**src/rtl/mode_button_if.sv**
```systemverilog
// Button-stage signal bundle: raw button in, debounced mode selection out.
//   btn       : raw push-button level (asynchronous to clk, may bounce)
//   mode      : current 2-bit mode selection
//   mode_stb  : one-cycle pulse on every mode update event
//   btn_level : debounced button level
interface mode_button_if;
  logic       btn;
  logic [1:0] mode;
  logic       mode_stb;
  logic       btn_level;

  // Consumer side: drives the button, observes the mode outputs.
  modport master (
    output btn,
    input  mode,
    input  mode_stb,
    input  btn_level
  );

  // Button stage side.
  modport slave (
    input  btn,
    output mode,
    output mode_stb,
    output btn_level
  );
endinterface

```
**src/rtl/mode_button.sv**
```systemverilog
// Push-button mode selector: synchronizes and debounces a raw button, then
// short press steps the mode (wrapping at NUM_MODES), long press forces mode 0.
// Ports:
//   clk   : system clock, all state on rising edge
//   reset : asynchronous active-low reset
//   bus   : mode_button_if.slave (btn in; mode, mode_stb, btn_level out)
module mode_button #(
  parameter int unsigned DEBOUNCE_CYCLES = 16,
  parameter int unsigned HOLD_CYCLES     = 64,
  parameter int unsigned NUM_MODES       = 3
) (
  input  logic          clk,
  input  logic          reset,
  mode_button_if.slave  bus
);

  localparam int unsigned DB_W   = (DEBOUNCE_CYCLES > 1) ? $clog2(DEBOUNCE_CYCLES) : 1;
  localparam int unsigned HOLD_W = (HOLD_CYCLES > 1) ? $clog2(HOLD_CYCLES) : 1;
  localparam int unsigned MODE_W = 2;

  localparam logic [DB_W-1:0]   DB_LAST   = DB_W'(DEBOUNCE_CYCLES - 1);
  localparam logic [HOLD_W-1:0] HOLD_LAST = HOLD_W'(HOLD_CYCLES - 1);
  localparam logic [MODE_W-1:0] MODE_LAST = MODE_W'(NUM_MODES - 1);

  typedef enum logic [1:0] {
    IDLE    = 2'd0,
    PRESSED = 2'd1,
    HELD    = 2'd2
  } state_e;

  logic              s1_q, s1_d;
  logic              s2_q, s2_d;
  logic              stable_q, stable_d;
  logic              stable_dly_q, stable_dly_d;
  logic [DB_W-1:0]   db_cnt_q, db_cnt_d;
  logic [HOLD_W-1:0] hold_cnt_q, hold_cnt_d;
  logic [MODE_W-1:0] mode_q, mode_d;
  logic              mode_stb_q, mode_stb_d;
  state_e            state_q, state_d;

  logic              rise_c;
  logic              fall_c;

  // Two-flop synchronizer for the asynchronous button.
  always_comb begin
    s1_d = bus.btn;
    s2_d = s1_q;
  end

  // Debouncer: a new level must persist DEBOUNCE_CYCLES cycles; any return
  // to the accepted level restarts the count.
  always_comb begin
    stable_d = stable_q;
    db_cnt_d = db_cnt_q;
    if (s2_q == stable_q) begin
      db_cnt_d = '0;
    end else if (db_cnt_q == DB_LAST) begin
      stable_d = s2_q;
      db_cnt_d = '0;
    end else begin
      db_cnt_d = db_cnt_q + DB_W'(1);
    end
  end

  // Edge detect on the debounced level.
  always_comb begin
    stable_dly_d = stable_q;
    rise_c       = stable_q & ~stable_dly_q;
    fall_c       = ~stable_q & stable_dly_q;
  end

  // Press FSM: fall is checked before hold expiry so the two never coincide.
  always_comb begin
    state_d    = state_q;
    hold_cnt_d = hold_cnt_q;
    mode_d     = mode_q;
    mode_stb_d = 1'b0;
    unique case (state_q)
      IDLE: begin
        if (rise_c) begin
          state_d    = PRESSED;
          hold_cnt_d = '0;
        end
      end
      PRESSED: begin
        if (fall_c) begin
          state_d    = IDLE;
          mode_d     = (mode_q == MODE_LAST) ? '0 : mode_q + MODE_W'(1);
          mode_stb_d = 1'b1;
        end else if (hold_cnt_q == HOLD_LAST) begin
          // Strobe even when mode is already 0 so downstream sees the event.
          state_d    = HELD;
          mode_d     = '0;
          mode_stb_d = 1'b1;
        end else begin
          hold_cnt_d = hold_cnt_q + HOLD_W'(1);
        end
      end
      HELD: begin
        if (fall_c) begin
          state_d = IDLE;
        end
      end
      default: begin
        state_d = IDLE;
      end
    endcase
  end

  // State registers.
  always_ff @(posedge clk or negedge reset) begin
    if (!reset) begin
      s1_q         <= 1'b0;
      s2_q         <= 1'b0;
      stable_q     <= 1'b0;
      stable_dly_q <= 1'b0;
      db_cnt_q     <= '0;
      hold_cnt_q   <= '0;
      mode_q       <= '0;
      mode_stb_q   <= 1'b0;
      state_q      <= IDLE;
    end else begin
      s1_q         <= s1_d;
      s2_q         <= s2_d;
      stable_q     <= stable_d;
      stable_dly_q <= stable_dly_d;
      db_cnt_q     <= db_cnt_d;
      hold_cnt_q   <= hold_cnt_d;
      mode_q       <= mode_d;
      mode_stb_q   <= mode_stb_d;
      state_q      <= state_d;
    end
  end

  assign bus.mode      = mode_q;
  assign bus.mode_stb  = mode_stb_q;
  assign bus.btn_level = stable_q;

endmodule

```
**src/flat_wrapper.sv**
```systemverilog
// flat-port wrapper written by rule: the top's interface ports become plain ports
module mode_button_flat 
#(
  parameter int unsigned DEBOUNCE_CYCLES = 16,
  parameter int unsigned HOLD_CYCLES     = 64,
  parameter int unsigned NUM_MODES       = 3
)
  (clk, reset, bus_btn, bus_mode, bus_mode_stb, bus_btn_level);
  mode_button_if bus_i ();
  input  logic clk;
  input  logic reset;
  input wire logic [$bits(bus_i.btn)-1:0] bus_btn;
  output wire logic [$bits(bus_i.mode)-1:0] bus_mode;
  output wire logic [$bits(bus_i.mode_stb)-1:0] bus_mode_stb;
  output wire logic [$bits(bus_i.btn_level)-1:0] bus_btn_level;
  assign bus_i.btn = bus_btn;
  assign bus_mode = bus_i.mode;
  assign bus_mode_stb = bus_i.mode_stb;
  assign bus_btn_level = bus_i.btn_level;
  mode_button #(.DEBOUNCE_CYCLES(DEBOUNCE_CYCLES), .HOLD_CYCLES(HOLD_CYCLES), .NUM_MODES(NUM_MODES)) u_core (.clk(clk), .reset(reset), .bus(bus_i));
endmodule
```
**config.mk**
```make
export PLATFORM = sky130hd
export DESIGN_NAME = mode_button_flat
export DESIGN_NICKNAME = d
export VERILOG_FILES = /design/src/rtl/mode_button_if.sv /design/src/rtl/mode_button.sv /design/src/flat_wrapper.sv
export SDC_FILE = /design/constraint.sdc
export NUM_CORES = 1
export LEC_CHECK = 0
export BUFFER_PORTS_ARGS = -buffer_cell sky130_fd_sc_hd__buf_4
export CAP_MARGIN = 10
export CORE_MARGIN = 2
export CORE_UTILIZATION = 55
export CTS_BUF_LIST = sky130_fd_sc_hd__clkbuf_16
export CTS_CLUSTER_DIAMETER = 30
export DETAILED_ROUTE_END_ITERATION = 8
export PLACE_DENSITY_LB_ADDON = 0.2
export SYNTH_ARGS = -nofsm -noshare
export SYNTH_HDL_FRONTEND = slang
export SYNTH_SLANG_ARGS = --single-unit
```
**constraint.sdc**
```tcl
create_clock -name clk -period 1.5 [get_ports clk]
set_input_delay 0.15 -clock clk [delete_from_list [all_inputs] [get_ports clk]]
set_output_delay 0.15 -clock clk [all_outputs]
set_load 0.05 [all_outputs]
```
==> flow_metrics.py, run 1 <==
metrics = {
    "sta": {
        "fmax_ghz": 0.7553,
        "finalSetupViolCount": 0,
        "maxSlewViolCount": 0,
        "max_slew.worst_pin.slew_ns": 0.3742,
        "grt_setup_unrepaired": "false",
        "fin_crit_ns": 1.324,
        "slew_headroom": 0.7500,
        "finalHoldViolCount": 0,
        "tns_ns": 0,
        "fin_skew_ns": 0.003713,
        "fin_crit_sh": 0.8827,
    },
    "clock_network": {
        "postCtsSetupBuffers": 0,
        "clock_path_buffers": 2,
        "cts_buffers": 3,
        "cts_sinks": 19,
        "clk_latency_ns": 0.25,
        "clk_pin_slew_ns": 0.05,
        "cts_tree": "done",
        "clockRootBuffer": "clkbuf_16",
        "cts-htree-levels": 1,
    },
    "placement": {
        "hpwl_um": 934.4,
        "portBuffers": 6,
        "place_area_um2": 928.4,
        "place.gp.congestion": 0.7883,
    },
    "synth": {
        "synth.distinct_cells": 27,
        "synth_warnings": 0,
        "ys_ff_latch": 19,
        "syn_nets": 84,
        "ys.flop_type": "dfrtp_1",
        "synth_most_common_cell": "dfrtp_1",
        "synth_edf_count": 0,
        "synth_common_cells": "dfrtp_1, a21oi_1, nand3_1, nor2_1",
        "synth.top_cell.area_share": 0.5556,
        "synthTopCellsByArea": "dfrtp_1, a21oi_1, nor2b_1, nand3_1, ha_1",
        "syn_area_um2": 855.8,
        "syn_inst": 79,
        "synthArstFlopShare": 1.000,
        "seq_area_frac_synth": 0.5556,
        "synth_top_cell_by_area": "dfrtp_1",
        "syn_area_per_cell_um2": 10.83,
    },
    "critical_path": {
        "cp_max_fo": 6,
        "timing.rr.end": "u_core.bus.mode[1]$_DFFE_PN0P_",
        "path_cells": "ha_1 -> nand2_1 -> nor2_2 -> o21a_1 -> o22ai_1",
        "crit_path_top_delay_cell": "dfrtp_1",
        "r2r_cells": 5,
        "required_ns": 1.63,
        "crit_buf_inv": 0,
        "max_stage_delay_ns": 0.38,
        "crit_path_end_kind": "flip-flop",
        "critPathKind": "flip-flop to flip-flop",
        "worstPathArrival_ns": 1.45,
        "reg2reg_setup_slack_ns": 0.18,
        "critPathLaunchType": "flip-flop",
        "r2r_start": "u_core.hold_cnt_q[0]$_DFFE_PN0P_",
        "path_delay_family": "flip-flops",
    },
    "finish": {
        "fin_area_mm2": 0.001020,
        "final_nets": 97,
        "seq_area_um2": 475.5,
        "drive_gt1_frac": 0.1648,
        "syn2layout_area_growth_pct": 19.15,
        "multi_input_comb_area_um2": 364.1,
        "diodes": 0,
        "fillers": 114,
    },
    "global_routing": {
        "grt_pass1_vias": 573,
        "grt_antenna_before_repair": 0,
        "track_usage": 0.1675,
        "overflow": 0,
        "grt_pass1_wl_um": 2270,
        "grt_max_degree": 20,
    },
    "power": {
        "ir_worst_vdd_v": 0.0007573,
        "powerDensity_mw_per_mm2": 1078,
        "p_total_mw": 1.099,
        "pwr-share-comb": 0.036,
        "power.leakage_nw": 0.4573,
        "p_sw_mw": 0.2043,
        "p_clk_frac": 0.481,
        "p_seq_frac": 0.483,
        "swShare": 0.1858,
        "p_int_mw": 0.8952,
    },
    "floorplanning": {
        "num_rows": 14,
        "die_x_um": 43.45,
        "io_pins": 7,
        "coreArea_mm2": 0.001489,
        "die-height_um": 43.45,
        "start_util": 0.5748,
        "die_area_mm2": 0.001887,
    },
    "hold_path": {
        "min-delay-start": "bus_btn",
        "hold_end": "u_core.s1_q$_DFF_PN0_",
        "hold_depth": 1,
        "holdCritPathClass": "input port to flip-flop",
    },
    "drt": {
        "routedWlPerCell_um": 12.43,
        "detail-route-antenna-nets": 0,
        "drt_iter0_markers": 10,
        "drc": 0,
        "routed_via_density": 5.505,
        "drtPass1Iterations": 3,
        "wirelength_um": 1330,
        "vias": 589,
    },
    "outcome": {
        "status": "finished clean",
    },
    "flow_run": {
        "max_cap_violations": 0,
    },
}
==> worst reg2reg max path: stages, from the launching register on <==
cell	delay, ns
dfrtp_1	0.38
ha_1	0.26
nand2_1	0.09
nor2_2	0.18
o21a_1	0.20
o22ai_1	0.08
==> sequential cells by signal, indices dropped and copies added, names as in the netlist <==
name and flops:
u_core.hold_cnt_q 6, u_core.db_cnt_q 4, u_core.bus.mode 2, u_core.state_q 2, u_core.bus.btn_level 1, u_core.bus.mode_stb 1, u_core.s1_q 1, u_core.s2_q 1
u_core.stable_dly_q 1
==> repair_timing <==
item	CTS	global route
resized for setup	0	1
endpoints found under the hold margin	19	0
hold buffers	1	0
endpoints found under the setup margin	0	1
==> cell families after synthesis <==
family	synth area share
simple gates	0.1828
compound gates	0.1535
flops	0.5556
buf+inv	0.02193
mux	0.03655
xor+xnor	0.02047
fa+ha+maj	0.02924
==> area by class of cell <==
type	instances	area share
Clock buffer	3	0.07362
Clock inverter	1	0.003681
Inverter	5	0.01840
Multi-Input combinational cell	55	0.3571
Sequential cell	19	0.4663
Tap cell	16	0.01963
Timing Repair Buffer	8	0.06135
==> layer usage <==
layer | wire [um] | vias to the layer above | GRT usage
li1 | - | 303 | -
met1 | 633 | 275 | 0.2055
met2 | 621 | 8 | 0.2746
met3 | 48 | 3 | 0.03750
met4 | 26 | 0 | 0.09091
met5 | 0 | - | 0
==> stage by stage <==
| stage | std cells | hold slack (ns) | util | setup slack, ns |
|---|---|---|---|---|
| finish | 107 | 0.007763 | 0.6849 | 0.1760 |
| global route | 107 | 0.005860 | 0.6849 | 0.04561 |
| CTS | 107 | 0.003083 | 0.6832 | 0.1266 |
| global placement | 102 | 0.03699 | 0.6235 | 0.1490 |
| detailed placement | 102 | 0.03544 | 0.6235 | 0.1299 |
| floorplan | 79 | -0.1456 | - | 0.05165 |
==> worst max-delay path by stage <==
stage	start	end	slack, ns	cells past startpoint
after global routing	u_core.hold_cnt_q[0]$_DFFE_PN0P_	u_core.bus.mode[1]$_DFFE_PN0P_	0.05	5
after floorplan	u_core.bus.btn_level$_DFFE_PN0P_	u_core.hold_cnt_q[1]$_DFFE_PN0P_	0.05	4
final	u_core.hold_cnt_q[0]$_DFFE_PN0P_	u_core.bus.mode[1]$_DFFE_PN0P_	0.18	5
after global placement	u_core.hold_cnt_q[0]$_DFFE_PN0P_	u_core.bus.mode[1]$_DFFE_PN0P_	0.15	5
after CTS	u_core.hold_cnt_q[0]$_DFFE_PN0P_	u_core.bus.mode[1]$_DFFE_PN0P_	0.13	5
after detailed placement	u_core.hold_cnt_q[0]$_DFFE_PN0P_	u_core.bus.mode[1]$_DFFE_PN0P_	0.13	5
==> layout by cell type (no fill, tap or decap) <==
cell type	instances
inv_1	6
mux2i_1	2
nand2b_1	2
nand2_1	3
clkbuf_16	3
o31ai_1	1
o2bb2ai_1	1
dfrtp_1	19
a31oi_1	1
a21oi_1	7
ha_1	2
nor2b_1	5
o22ai_1	2
xnor2_1	2
nand2b_2	1
nor2_2	1
a21boi_2	1
dlygate4sd3_1	1
nor2_1	5
nand4b_1	1
mux2_2	1
o22ai_4	1
nand3_1	6
and3_1	1
buf_4	7
o21ai_0	3
a21boi_0	1
nand3b_1	1
o21a_1	1
nor3b_1	1
nor3_1	2
==> power groups by stage <==
stage | registers, mW | clock network, mW | logic [mW]
2_1_floorplan | 0.540 | 0 | 0.0196
3_3_place_gp | 0.540 | 0 | 0.0379
3_5_place_dp | 0.540 | 0 | 0.0384
4_1_cts | 0.531 | 0.544 | 0.0408
5_1_grt | 0.532 | 0.567 | 0.0469
6_report | 0.532 | 0.529 | 0.0392
(Power assumes the default switching activity.)
==> run 2: changes to the inputs <==
Settings changed: BUFFER_PORTS_ARGS -buffer_cell sky130_fd_sc_hd__buf_4 to not set, CTS_CLUSTER_SIZE set to 8, DONT_BUFFER_PORTS set to 1.
==> run 2 against run 1 <==
Effect of this change: first-iteration DRC count shrank 20%; non-clock buffer count shrank 2; flip-flop and latch count is the same; critical endpoint unchanged; setup slack lost 0.012 ns; critical path type unchanged; global-route usage grew 2.6 points; fmax shrank 0.90%; clock-buffer cell count is the same; sequential share of layout area grew 0.70 points.
==> flow_metrics.py, run 2 (same netlist as run 1, synthesis figures left out) <==
metrics = {
    "clock_network": {
        "cts_resized": 0,
        "clk_latency_ns": 0.25,
        "clk_pin_slew_ns": 0.05,
        "cts-htree-levels": 1,
        "clockRootBuffer": "clkbuf_16",
        "cts_buffers": 3,
        "cts_tree": "done",
        "cts_sinks": 19,
        "clock_path_buffers": 2,
    },
    "placement": {
        "portBuffers": 0,
        "place.gp.congestion": 0.8015,
        "hpwl_um": 1049,
        "dp.cells": 99,
    },
    "drt": {
        "drc": 0,
        "drtPass1Iterations": 4,
        "drt_iter0_markers": 8,
        "wirelength_um": 1540,
        "vias": 601,
        "routedWlPerCell_um": 14.67,
        "routed_via_density": 5.724,
        "detail-route-antenna-nets": 0,
    },
    "global_routing": {
        "grt.busiest_layer": "met2",
        "grt_pass1_vias": 608,
        "track_usage": 0.1937,
        "grt_max_degree": 20,
        "grt_use_met2": 0.3164,
        "overflow": 0,
        "use_met3": 0.03750,
        "grt_antenna_before_repair": 0,
        "grt_use_met1": 0.2568,
        "grt_pass1_wl_um": 2691,
    },
    "sta": {
        "fin_crit_ns": 1.336,
        "fin_skew_ns": 0.0007376,
        "grt_setup_unrepaired": "false",
        "tns_ns": 0,
        "fin_crit_sh": 0.8907,
        "whs_ns": 0.3476,
        "max_slew.worst_pin.slew_ns": 0.8424,
        "maxSlewViolCount": 0,
        "slew_headroom": 0.4365,
        "finalHoldViolCount": 0,
        "fmax_ghz": 0.7484,
        "finalSetupViolCount": 0,
    },
    "finish": {
        "drive_gt1_frac": 0.1236,
        "syn2layout_area_growth_pct": 17.40,
        "largestRegisters": "u_core.hold_cnt_q: 6 flops, u_core.db_cnt_q: 4 flops",
        "final_cell_mix": "dfrtp_1, a21oi_1, nor2_1, nand3_1, inv_1",
        "post-route-util": 0.6748,
        "fillers": 104,
        "seq_area_um2": 475.5,
        "top_register": "u_core.hold_cnt_q",
        "stdcell_count": 105,
        "multi_input_comb_area_um2": 361.6,
        "final_nets": 95,
        "layout_commonest_cell": "dfrtp_1",
        "diodes": 0,
        "largest_reg_flops": 6,
    },
    "critical_path": {
        "crit_path_end_kind": "flip-flop",
        "critPathKind": "flip-flop to flip-flop",
        "r2r_cells": 5,
        "startpoint": "u_core.hold_cnt_q[0]$_DFFE_PN0P_",
        "required_ns": 1.63,
        "critPathLaunchType": "flip-flop",
        "worstPathArrival_ns": 1.47,
        "cp_max_fo": 6,
        "r2r_start": "u_core.hold_cnt_q[0]$_DFFE_PN0P_",
    },
    "power": {
        "power.leakage_nw": 0.4464,
        "ir_worst_vdd_v": 0.0007665,
        "powerDensity_mw_per_mm2": 1100,
    },
    "hold_path": {
        "holdCritPathClass": "flip-flop to flip-flop",
        "hold_depth": 0,
        "min-delay-start": "u_core.s1_q$_DFF_PN0_",
    },
    "floorplanning": {
        "start_util": 0.5748,
        "die_x_um": 43.45,
        "num_rows": 14,
        "io_pins": 7,
        "coreArea_mm2": 0.001489,
        "die_area_mm2": 0.001887,
        "die-height_um": 43.45,
    },
    "outcome": {
        "status": "finished clean",
    },
    "flow_run": {
        "max_cap_violations": 0,
    },
}
-- run 2: cell count changes in the layout (fill, tap and decap cells not counted) --
| cell | change |
|---|---|
| buf_4 | -3 |
| dlygate4sd3_1 | +1 |
| nor2_1 | +1 |
| nor2_2 | -1 |
-- run 2: repair_timing --
item                                   4_1_cts  5_1_grt
endpoints found under the hold margin       20        0
buffers inserted                             0        0
hold buffers                                 2        0
-- run 2: per-stage QoR --
step           instance area [um2]  power [mW]  worst slack, ns
2_1_floorplan                855.8      0.5591          0.05165
3_3_place_gp                 905.9      0.5645           0.2051
3_5_place_dp                 905.9      0.5700           0.1739
4_1_cts                       1005       1.115           0.1639
5_1_grt                       1005       1.136          0.02255
6_report                      1005       1.105           0.1639
-- run 2: worst paths after layout --
| path | slack (ns) | endpoint |
|---|---|---|
| setup / recovery | 0.16 | u_core.bus.mode[1]$_DFFE_PN0P_ |
| hold / removal | 0.35 | u_core.s2_q$_DFF_PN0_ |
| setup reg to reg | 0.16 | u_core.bus.mode[1]$_DFFE_PN0P_ |
| hold reg to reg | 0.35 | u_core.s2_q$_DFF_PN0_ |
| max in group asynchronous | 0.53 | u_core.db_cnt_q[0]$_DFF_PN0_ |
| min in group asynchronous | 0.46 | u_core.db_cnt_q[1]$_DFF_PN0_ |
-- run 2: where the power goes --
group / switching, mW / internal [mW]
Combinational: 0.0235 / 0.0167
Sequential: 0.00991 / 0.523
Clock: 0.178 / 0.354
Total: 0.211 / 0.894
-- run 2: critical path, cell delays in order, from the launching register on --
cell and delay [ns]:
dfrtp_1 0.38, ha_1 0.26, nand2_1 0.07, nor2_1 0.23, o21a_1 0.21, o22ai_1 0.08
-- run 2: layout make-up --
type / instances / area share
clock inverters: 1 / 0.003736
repair buffers: 6 / 0.04981
inverters: 5 / 0.01868
flip-flops and latches: 19 / 0.4732
clock buffers: 3 / 0.07472
well taps: 16 / 0.01993
multi-input cells: 55 / 0.3599
-- run 2: routing by layer --
layer / vias to the layer above / wire [um]
li1: 299 / -
met1: 285 / 706
met2: 15 / 775
met3: 2 / 43
met4: 0 / 14
met5: - / 0
==> run 3: changes to the inputs <==
Settings changed: SETUP_SLACK_MARGIN set to 0.4.
==> run 3 against run 2 <==
Effect of this change: fmax grew 11%; via count is 15% higher; clock power increased by 5.6%; hold slack lost 0.28 ns; critical path depth fell by 1; clock skew grew 0.0015 ns; flip-flop and latch count stayed put; combinational power increased by 64%; critical endpoint is now u_core.hold_cnt_q[0]$_DFFE_PN0P_; setup slack improved by 0.14 ns; largest cell class is now multi-input combinational cells.
==> flow_metrics.py, run 3 (same netlist as run 1, synthesis figures left out) <==
metrics = {
    "floorplanning": {
        "io_pins": 7,
        "coreArea_mm2": 0.001489,
        "start_util": 0.5748,
        "num_rows": 14,
        "die_x_um": 43.45,
        "die_area_mm2": 0.001887,
        "die-height_um": 43.45,
    },
    "sta": {
        "tns_ns": 0,
        "fin_crit_ns": 1.199,
        "slew_headroom": 0.4349,
        "grt_setup_unrepaired": "true",
        "fin_skew_ns": 0.002195,
        "finalSetupViolCount": 0,
        "finalHoldViolCount": 0,
        "fin_crit_sh": 0.7991,
        "max_slew.worst_pin.slew_ns": 0.8477,
        "maxSlewViolCount": 0,
        "fmax_ghz": 0.8343,
    },
    "critical_path": {
        "path_cells": "nand2b_4 -> o22ai_4 -> a21boi_4 -> mux2i_1",
        "required_ns": 1.64,
        "critPathKind": "flip-flop to flip-flop",
        "crit_path_end_kind": "flip-flop",
        "crit_path_top_delay_cell": "dfrtp_1",
        "cp_max_fo": 6,
        "max_stage_delay_ns": 0.40,
        "critPathLaunchType": "flip-flop",
        "worstPathArrival_ns": 1.34,
        "reg2reg_setup_slack_ns": 0.30,
    },
    "global_routing": {
        "grt_antenna_before_repair": 0,
        "grt_max_degree": 20,
        "grt_pass1_vias": 753,
        "grt_pass1_wl_um": 3367,
        "track_usage": 0.2606,
        "overflow": 0,
    },
    "clock_network": {
        "cts_sinks": 19,
        "cts-htree-levels": 1,
        "clk_latency_ns": 0.26,
        "clk_pin_slew_ns": 0.06,
        "cts_buffers": 3,
        "clockRootBuffer": "clkbuf_16",
        "cts_tree": "done",
        "clock_path_buffers": 2,
    },
    "hold_path": {
        "holdCritPathClass": "input port to asynchronous set/reset pin",
    },
    "placement": {
        "hpwl_um": 1008,
        "portBuffers": 0,
        "place.gp.congestion": 0.7801,
    },
    "finish": {
        "largestRegisters": "u_core.hold_cnt_q: 6 flops, u_core.db_cnt_q: 4 flops",
        "drive_gt1_frac": 0.4510,
        "post-route-util": 0.8513,
        "diodes": 0,
        "final_nets": 108,
        "largest_reg_flops": 6,
        "top_register": "u_core.hold_cnt_q",
        "syn2layout_area_growth_pct": 48.10,
        "final_cell_mix": "buf_4, dfrtp_1, a21oi_1",
    },
    "drt": {
        "drt_iter0_markers": 13,
        "detail-route-antenna-nets": 0,
        "routed_via_density": 5.864,
        "routedWlPerCell_um": 17.32,
        "drc": 0,
        "wirelength_um": 2044,
        "vias": 692,
        "drtPass1Iterations": 4,
    },
    "power": {
        "powerDensity_mw_per_mm2": 918.6,
        "ir_worst_vdd_v": 0.0009583,
        "power.leakage_nw": 0.5536,
    },
    "flow_run": {
        "max_cap_violations": 0,
    },
    "outcome": {
        "status": "finished clean",
    },
}
[run 3: cell count changes in the layout (fill, tap and decap cells not counted), sizes merged]
| cell | delta |
|---|---|
| inv | -1 |
| dlymetal6s4s | +1 |
| buf | +13 |
| clkinv | +1 |
| dlygate4sd3 | -1 |
[run 3: worst paths after layout]
check	start	to	cells after the start
min in group clk	u_core.s1_q$_DFF_PN0_	u_core.s2_q$_DFF_PN0_	0
worst max-delay path	u_core.stable_dly_q$_DFF_PN0_	u_core.hold_cnt_q[0]$_DFFE_PN0P_	4
worst min register to register	u_core.s1_q$_DFF_PN0_	u_core.s2_q$_DFF_PN0_	0
max in group asynchronous	reset	u_core.state_q[0]$_DFFE_PN0P_	1
worst max register to register	u_core.stable_dly_q$_DFF_PN0_	u_core.hold_cnt_q[0]$_DFFE_PN0P_	4
worst min-delay path	reset	u_core.db_cnt_q[1]$_DFF_PN0_	1
[run 3: worst max-delay path, delay by kind of cell (launching register included)]
| kind | cells | cell delay (ns) |
|---|---|---|
| and+or+nand+nor | 1 | 0.15 |
| muxes | 1 | 0.08 |
| AOI/OAI and AO/OA | 2 | 0.45 |
| DFF | 1 | 0.40 |
[run 3: power breakdown]
| part | internal, mW | switching (mW) |
|---|---|---|
| sequential | 0.523 | 0.0136 |
| clock | 0.358 | 0.204 |
| combinational | 0.0343 | 0.0317 |
[run 3: cell type report]
class | instances | area [um2]
Fill cell | 62 | 221.5
Multi-Input combinational cell | 55 | 501.7
Inverter | 5 | 18.77
Clock inverter | 1 | 5.005
Sequential cell | 19 | 480.5
Timing Repair Buffer | 19 | 166.4
Clock buffer | 3 | 75.07
Tap cell | 16 | 20.02
[run 3: stage by stage]
stage	setup WS, ns	hold WS (ns)	cell area (um2)	power (mW)	instances
2_1_floorplan	0.2326	-0.1456	870.8	0.5602	79
3_3_place_gp	0.1786	-0.1451	913.4	0.5641	98
6_report	0.3014	0.06545	1267	1.164	118
4_1_cts	0.3220	0.3471	1196	1.146	117
5_1_grt	0.2544	0.1445	1267	1.197	118
3_5_place_dp	0.1311	-0.1450	913.4	0.5659	98
[run 3: metal layers]
layer	vias to the layer above	global-route usage	wire, um
met1	354	0.2825	836
met4	0	0.1576	41
li1	321	-	-
met2	12	0.4269	1089
met3	5	0.1042	77
met5	-	0	0
[run 3: timing repair]
item	in CTS	in global routing
hold buffers	2	0
pin swaps	8	6
setup endpoints to repair	16	33
gates resized for setup	16	16
setup buffers	13	1
endpoints found under the hold margin	20	0
